===== src/rtl/multi_alarm.sv =====
// multi_alarm: N independent hh:mm alarm channels with per-channel ring timeout.
// Define MULTI_ALARM_SNOOZE_EN to build the SNOOZED state and per-channel snooze counters.
module multi_alarm #(
  parameter int N_ALARMS   = 4,
  parameter int RING_SECS  = 60,
  parameter int SNOOZE_MIN = 5,
  localparam int SEL_W     = (N_ALARMS > 1) ? $clog2(N_ALARMS) : 1
) (
  input  logic                clk,
  input  logic                reset,
  input  logic                mode,
  input  logic [SEL_W-1:0]    sel,
  input  logic [1:0]          edit_btns,
  input  logic                en_btn,
  input  logic                stop_btn,
  input  logic                snooze_btn,
  input  logic                sec_tick,
  input  logic [16:0]         current_time,
  output logic [16:0]         alarm_time,
  output logic [N_ALARMS-1:0] alarm_en,
  output logic [N_ALARMS-1:0] ringing,
  output logic                alarm
);

  typedef enum logic [1:0] {
    ST_IDLE    = 2'd0,
    ST_RINGING = 2'd1
`ifdef MULTI_ALARM_SNOOZE_EN
    , ST_SNOOZED = 2'd2
`endif
  } state_e;

  localparam logic [8:0] RING_LAST = 9'(RING_SECS);

  logic [4:0]          hour_q     [N_ALARMS];
  logic [4:0]          hour_d     [N_ALARMS];
  logic [5:0]          min_q      [N_ALARMS];
  logic [5:0]          min_d      [N_ALARMS];
  state_e              state_q    [N_ALARMS];
  state_e              state_d    [N_ALARMS];
  logic [7:0]          ring_cnt_q [N_ALARMS];
  logic [7:0]          ring_cnt_d [N_ALARMS];
  logic [N_ALARMS-1:0] en_q, en_d;
  logic [N_ALARMS-1:0] match, match_q, trig, sel_hit, dis;
  logic [N_ALARMS-1:0] ringing_q, ringing_d;
  logic                alarm_q, alarm_d;

`ifdef MULTI_ALARM_SNOOZE_EN
  localparam logic [10:0] SNOOZE_LOAD = 11'(SNOOZE_MIN * 60);
  logic [10:0] snz_cnt_q [N_ALARMS];
  logic [10:0] snz_cnt_d [N_ALARMS];
`else
  logic unused_snooze;
  assign unused_snooze = snooze_btn;
`endif

  // Trigger fires only on the rising edge of a match, so a held time rings once.
  always_comb begin
    sel_hit = '0;
    match   = '0;
    trig    = '0;
    dis     = '0;
    for (int i = 0; i < N_ALARMS; i++) begin
      sel_hit[i] = (sel == SEL_W'(i));
      match[i]   = (current_time == {hour_q[i], min_q[i], 6'b0});
      trig[i]    = match[i] & ~match_q[i] & en_q[i] & ~mode;
      dis[i]     = en_btn & sel_hit[i] & en_q[i];
    end
  end

  always_comb begin
    alarm_time = '0;
    for (int i = 0; i < N_ALARMS; i++) begin
      if (sel_hit[i]) alarm_time = {hour_q[i], min_q[i], 6'b0};
    end
  end

  always_comb begin
    en_d      = en_q;
    ringing_d = '0;
    for (int i = 0; i < N_ALARMS; i++) begin
      hour_d[i]     = hour_q[i];
      min_d[i]      = min_q[i];
      state_d[i]    = state_q[i];
      ring_cnt_d[i] = ring_cnt_q[i];
`ifdef MULTI_ALARM_SNOOZE_EN
      snz_cnt_d[i]  = snz_cnt_q[i];
`endif
      if (mode && sel_hit[i]) begin
        if (edit_btns[1]) hour_d[i] = (hour_q[i] == 5'd23) ? 5'd0 : hour_q[i] + 5'd1;
        if (edit_btns[0]) min_d[i]  = (min_q[i] == 6'd59) ? 6'd0 : min_q[i] + 6'd1;
      end
      if (en_btn && sel_hit[i]) en_d[i] = ~en_q[i];

      // Priority: disable > stop > snooze > timeout/expiry > tick counting.
      if (dis[i]) begin
        state_d[i]    = ST_IDLE;
        ring_cnt_d[i] = '0;
`ifdef MULTI_ALARM_SNOOZE_EN
        snz_cnt_d[i]  = '0;
`endif
      end else begin
        case (state_q[i])
          ST_IDLE: begin
            if (trig[i]) begin
              state_d[i]    = ST_RINGING;
              ring_cnt_d[i] = '0;
            end
          end
          ST_RINGING: begin
            if (stop_btn) begin
              state_d[i]    = ST_IDLE;
              ring_cnt_d[i] = '0;
            end
`ifdef MULTI_ALARM_SNOOZE_EN
            else if (snooze_btn) begin
              state_d[i]    = ST_SNOOZED;
              ring_cnt_d[i] = '0;
              snz_cnt_d[i]  = SNOOZE_LOAD;
            end
`endif
            else if (sec_tick) begin
              if (({1'b0, ring_cnt_q[i]} + 9'd1) == RING_LAST) begin
                state_d[i]    = ST_IDLE;
                ring_cnt_d[i] = '0;
              end else begin
                ring_cnt_d[i] = ring_cnt_q[i] + 8'd1;
              end
            end
          end
`ifdef MULTI_ALARM_SNOOZE_EN
          ST_SNOOZED: begin
            if (stop_btn) begin
              state_d[i]   = ST_IDLE;
              snz_cnt_d[i] = '0;
            end else if (sec_tick) begin
              snz_cnt_d[i] = snz_cnt_q[i] - 11'd1;
              if (snz_cnt_q[i] == 11'd1) begin
                state_d[i]    = ST_RINGING;
                ring_cnt_d[i] = '0;
              end
            end
          end
`endif
          default: state_d[i] = ST_IDLE;
        endcase
      end
      ringing_d[i] = (state_d[i] == ST_RINGING);
    end
  end

  assign alarm_d = |ringing_d;

  always_ff @(posedge clk or negedge reset) begin
    if (!reset) begin
      for (int i = 0; i < N_ALARMS; i++) begin
        hour_q[i]     <= '0;
        min_q[i]      <= '0;
        state_q[i]    <= ST_IDLE;
        ring_cnt_q[i] <= '0;
`ifdef MULTI_ALARM_SNOOZE_EN
        snz_cnt_q[i]  <= '0;
`endif
      end
      en_q      <= '0;
      match_q   <= '0;
      ringing_q <= '0;
      alarm_q   <= 1'b0;
    end else begin
      for (int i = 0; i < N_ALARMS; i++) begin
        hour_q[i]     <= hour_d[i];
        min_q[i]      <= min_d[i];
        state_q[i]    <= state_d[i];
        ring_cnt_q[i] <= ring_cnt_d[i];
`ifdef MULTI_ALARM_SNOOZE_EN
        snz_cnt_q[i]  <= snz_cnt_d[i];
`endif
      end
      en_q      <= en_d;
      match_q   <= match;
      ringing_q <= ringing_d;
      alarm_q   <= alarm_d;
    end
  end

  assign alarm_en = en_q;
  assign ringing  = ringing_q;
  assign alarm    = alarm_q;

endmodule


===== config.mk =====
export PLATFORM = sky130hd
export DESIGN_NAME = multi_alarm
export DESIGN_NICKNAME = d
export VERILOG_FILES = /design/src/rtl/multi_alarm.sv
export SDC_FILE = /design/constraint.sdc
export NUM_CORES = 1
export LEC_CHECK = 0
export BUFFER_PORTS_ARGS = -buffer_cell sky130_fd_sc_hd__buf_4
export CORE_MARGIN = 2
export CORE_UTILIZATION = 55
export CTS_CLUSTER_SIZE = 25
export DETAILED_ROUTE_END_ITERATION = 10
export MAX_ROUTING_LAYER = met4
export PLACE_DENSITY = 0.75
export SYNTH_ARGS = -nofsm -noshare
export SYNTH_HDL_FRONTEND = slang
export SYNTH_SLANG_ARGS = --single-unit

===== constraint.sdc =====
create_clock -name clk -period 5.31 [get_ports clk]
set_input_delay 0.2655 -clock clk [delete_from_list [all_inputs] [get_ports clk]]
set_output_delay 0.2655 -clock clk [all_outputs]
set_load 0.01 [all_outputs]

# Word-level counts from Yosys, hierarchy flattened

Index checks and enable logic that the tools add are counted.

Eq/ne operators: 35
Bitwise logic cells: 29
Multiplexer cells: 60
Add/subtract/negate cells: 16
Reductions and logical operators: 30

Operators with widths:

| cell                                                | count |
|---|---|
| two-way mux 8 bit                                   | 20 |
| equality test 17 bit                                | 4 |
| two-way mux 17 bit                                  | 4 |
| one-hot mux 8 bit (2 select lines)                  | 4 |
| two-way mux 2 bit                                   | 20 |
| adder 8 x 1 -> 9 bit, second input constant         | 4 |
| equality test 9 x 6 -> 1 bit, second input constant | 4 |
| adder 8 x 1 -> 8 bit, second input constant         | 4 |
| adder 6 x 1 -> 6 bit, second input constant         | 4 |
| equality test 6 bit, second input constant          | 4 |
| two-way mux 6 bit                                   | 4 |
| adder 5 x 1 -> 5 bit, second input constant         | 4 |
| bitwise AND 1 bit                                   | 20 |
| equality test 5 bit, second input constant          | 4 |
| two-way mux 5 bit                                   | 4 |
| equality test 2 x 1 -> 1 bit, second input constant | 9 |
| != test 4 bit, second input constant                | 4 |
| one-hot mux 2 bit (2 select lines)                  | 4 |
| AND reduction 2 bit                                 | 8 |
| != test 3 bit, second input constant                | 4 |
| AND reduction 3 bit                                 | 4 |
| nonzero test 3 bit                                  | 4 |
| logical NOT 2 bit                                   | 5 |
| inverter 1 bit                                      | 9 |
| other kinds (3)                                     | 11 |

Register bits after elaboration: 97
Output and inout port bits: 26

# Longest topological paths before layout

Depth after elaboration: 9
Gate-level depth with buffers: 7
Mapped depth without buffers: 6

# Least setup slack after synthesis

No wires, ideal clock.

Kind: register -> register
Start point: register min_q[15] (netlist name)
End point: register ring_cnt_q[16] (netlist name)
Slack: 3.435 ns
Cell stages (with the launch flop): 8
Arrival: 1.750 ns
Clock period less this slack: 1.875 ns
Path through: dfrtp_1 -> buf_2 -> xor2_1 -> nor4_1 -> nand4_1 -> clkbuf_1 -> and2_1 -> mux2_2

Word-level cells in the longest chain between the ends: 6

Ends and longest elaborated chain:

| item                            | line | source |
|---|---|---|
| start, declared                 | 37   | `logic [5:0] min_q [N_ALARMS];` |
| start signal, assigned by index | 172  | `min_q[i] <= min_d[i];` |
| equality test 17 bit            | 65   | `match[i] = (current_time == {hour_q[i], min_q[i], 6'b0});` |
| bitwise AND 1 bit (3 in a row)  | 66   | `trig[i] = match[i] & ~match_q[i] & en_q[i] & ~mode;` |
| != test 3 bit (no line)         | --   |  |
| AND reduction 3 bit (no line)   | --   |  |
| end signal, assigned by index   | 174  | `ring_cnt_q[i] <= ring_cnt_d[i];` |
| end, declared                   | 41   | `logic [7:0] ring_cnt_q [N_ALARMS];` |

No other way between the ends.
A chain may end at the register's enable or synchronous reset.

# Worst setup path in the final report

Ends and elaborated chain as after synthesis.

==> results.md <==
- Hold WC Path Type: input pin to flip-flop
- Clock root cell: clkbuf_8
- Met3 Usage GRT: 4.07%
- Routability Congestion: 0.884
- Logic pwr share: 24.4%
- Initial Util: 56.6%
- FFs w/ async S/R, synth: 100%
- Antenna Violating Nets Remaining: 0
- Most area-consuming cells after synthesis: dfrtp_1, xor2_1, mux4_2, nand2_1, nand3_1
- Vias post-DR: 4791
- Largest net degree at the start of global routing: 62
- Mapped Avg Cell Area: 9.73 µm²
- Drt total wl: 13.5 mm
- Final period util: 46.4%
- Pwr Density: 331 mW/mm²
- Arrival @ worst endpoint: 2.74 ns
- Synth Cell Area: 0.00584 mm²
- Register area: 0.00243 mm²
- Met1 GRT Util: 32.6%
- Leak pwr: 2.90 nW
- Tot GR Track Use: 25.5%
- VDD IR max: 240 µV
- Netlist cell types: 59
- # diodes: 0
- Min Clock Period, post-route: 2.46 ns
- Register area share after synthesis: 41.6%
- Final cell count without fillers: 778
- Yosys reg bits: 97
- Vias in the first global route: 4531
- Core Footprint: 0.0103 mm²
- Routed length per instance: 17.3 µm
- Sum Neg Setup Slack: 0 ns
- Rel. slew slack: 46.4%
- Drt first pass iters: 5
- Hpwl dp: 9.95 mm
- Switching portion of total power: 34.5%
- 1st-iter DRT viols: 315
- Layout Nets: 677
- Synth Instances: 600
- DRC viols: 0
- Fillers: 845
- Design Area, Final: 0.00647 mm²
- Sequential Power Share: 50.7%
- Fmax: 0.406 GHz
- EDFF count, synth: 0
- Ports: 54
- Unrepaired setup endpoints after global routing: no
- Via density: 6.16
- Initial antenna violation count: 0
- Post-CTS sizing: 0
- Clock-pin slew on the worst setup and hold paths: 0.10 ns
- Outcome: finished clean
- Worst Path Required: 5.59 ns
- Remaining global-route overflow: 0
- Busiest grt layer: met2
- Clock Latency Late Sink: 0.38 ns
- Synth top area share: 41.6%
- Synth warnings: 0
- Ys flop type: dfrtp_1
- Port Buf Inserts: 46
- Worst reg2reg path depth: 5
- Final Hold Viols: 0
- Int Pwr: 1.40 mW
- Crit path max fanout: 11
- CTS tree: yes
- Worst-case clock skew: 0.0109 ns
- Clk pwr share: 24.9%
- Clock sink count: 97
- H-tree depth: 3
- Die area: 0.0115 mm²
- Site Rows: 37
- Multi-input gate area: 0.00324 mm²
- Inserted Clock Buffers: 9
- Crit Path Category: flip-flop to flip-flop
- Placed cell count: 761
- Worst-Margin Slew: 0.801 ns
- Met2 global-route usage: 42.4%
- Number of max-slew violations in the final report: 0
- Post-DP Area: 0.00625 mm²
- First-pass GRT wire length: 22.3 mm
- Chip Height: 107 µm
- Layout cells sized above 1: 14.0%
- Worst Setup Start Kind: flip-flop
- Clock buffer depth: 2
- P&R area growth vs syn: 10.9%
- Die W: 107 µm
- Area leader, netlist: dfrtp_1
- Max_cap viols: 0
- Psw: 0.740 mW
- Setup violators final: 0
- CP Capture Type: flip-flop
- Worst hold path cell count: 4
==> power by group through the flow <==
stage	sequential (mW)	combinational [mW]	clock, mW
global route	1.11	0.581	0.575
floorplan	1.01	0.394	0
CTS	1.08	0.527	0.548
global placement	1.09	0.503	0
finish	1.09	0.523	0.535
detailed placement	1.10	0.525	0
==> cell type report <==
cell class,instances,share of cell area (%)
clock buffer,9,1.91
clock inverter,7,1.45
inverter,15,0.870
multi-input combinational,466,50.0
sequential,97,37.5
tap,136,2.63
timing repair buffer,48,5.60
==> worst max-delay path, cell delays in order (launching register included) <==
cell and delay [ns]:
dfrtp_1 0.48, xor2_1 0.19, nor4_1 0.49, nand4_1 0.54, and2_1 0.39, mux2_2 0.28
==> through the flow <==
stage	total power, mW	hold slack (ns)	utilization, %	setup WS [ns]
after global placement	1.59	0.258	60.5	2.83
after global routing	2.27	0.227	62.7	2.66
after CTS	2.16	0.216	62.7	2.86
after detailed placement	1.62	0.260	60.5	2.83
after floorplan	1.40	-0.0301	-	3.44
final	2.14	0.217	62.7	2.85
==> Yosys cell counts, types with 3 or more instances <==
cell	instances
o21ai_1	18
nor2_1	32
nor4_1	11
inv_1	15
o2111ai_1	5
mux2_2	8
mux4_2	11
a21o_1	12
a311oi_1	3
ha_1	12
mux2i_1	5
xnor2_1	6
o22ai_1	5
o32ai_1	6
nand2_1	53
a22o_1	7
nor3b_1	4
a21oi_1	9
nor4b_1	6
xor2_1	49
o21ai_0	19
or2_2	4
nand3_1	34
and4b_1	5
o31ai_1	6
nor2b_1	6
nand4_1	19
o21a_1	5
or3_1	7
buf_4	6
and4_1	5
clkbuf_1	15
nand2b_1	15
nor3_1	13
and3_1	16
o2bb2ai_1	7
dfrtp_1	97
o211ai_1	7
buf_2	8
==> repair_timing <==
| item | CTS | global route |
|---|---|---|
| setup buffers | 0 | 0 |
| hold endpoints to repair | 36 | 0 |
| hold buffers | 1 | 0 |
==> routing by layer <==
metal  share of wire [%]  wire [µm]
met5                   0          0
met4                 1.1        144
met3                 5.0        676
met2                  51       6850
met1                  43       5810
==> kinds of logic (layout without fill, tap and decap cells) <==
family / count (synthesis) / after routing / share of synthesized area, %
compound gates: 125 / 125 / 14.9
xor+xnor: 55 / 55 / 8.25
fa+ha+maj: 12 / 12 / 2.57
buf+inv: 46 / 79 / 3.51
flops: 97 / 97 / 41.6
mux: 25 / 25 / 6.84
other cells: 1 / 10 / 0.0642
simple gates: 239 / 239 / 22.2
==> worst paths after layout <==
check,from,endpoint,slack (ns)
hold / removal,current_time[4],match_q[2],0.22
max in group asynchronous,reset,hour_q[14],3.80
hold reg to reg,state_q[3],ringing[2],0.51
setup reg to reg,min_q[15],ring_cnt_q[16],2.85
setup / recovery,min_q[15],ring_cnt_q[16],2.85
min in group asynchronous,reset,ring_cnt_q[18],0.37
==> placed cells by master, fill, tap and decap left out, drive strengths merged, types with 7 or more instances in the layout <==
cell type and instances:
dfrtp 97, nand2 53, xor2 49, buf 47, o21ai 37, nand3 34
nor2 32, nand4 19, and3 16, inv 16, nand2b 15, nor3 13
a21o 12, ha 12, nor4 12, mux4 11, conb 10, a21oi 10
clkbuf 9, mux2 9, o211ai 8, or3 7, o2bb2ai 7, a22o 7
==> registers in the layout, summed over array words and instances (netlist names) <==
register / cells
min_q: 24
ring_cnt_q: 32
hour_q: 20
alarm: 1
state_q: 8
ringing: 4
alarm_en: 4
match_q: 4
No activity file was read; power rests on OpenSTA's default activity.
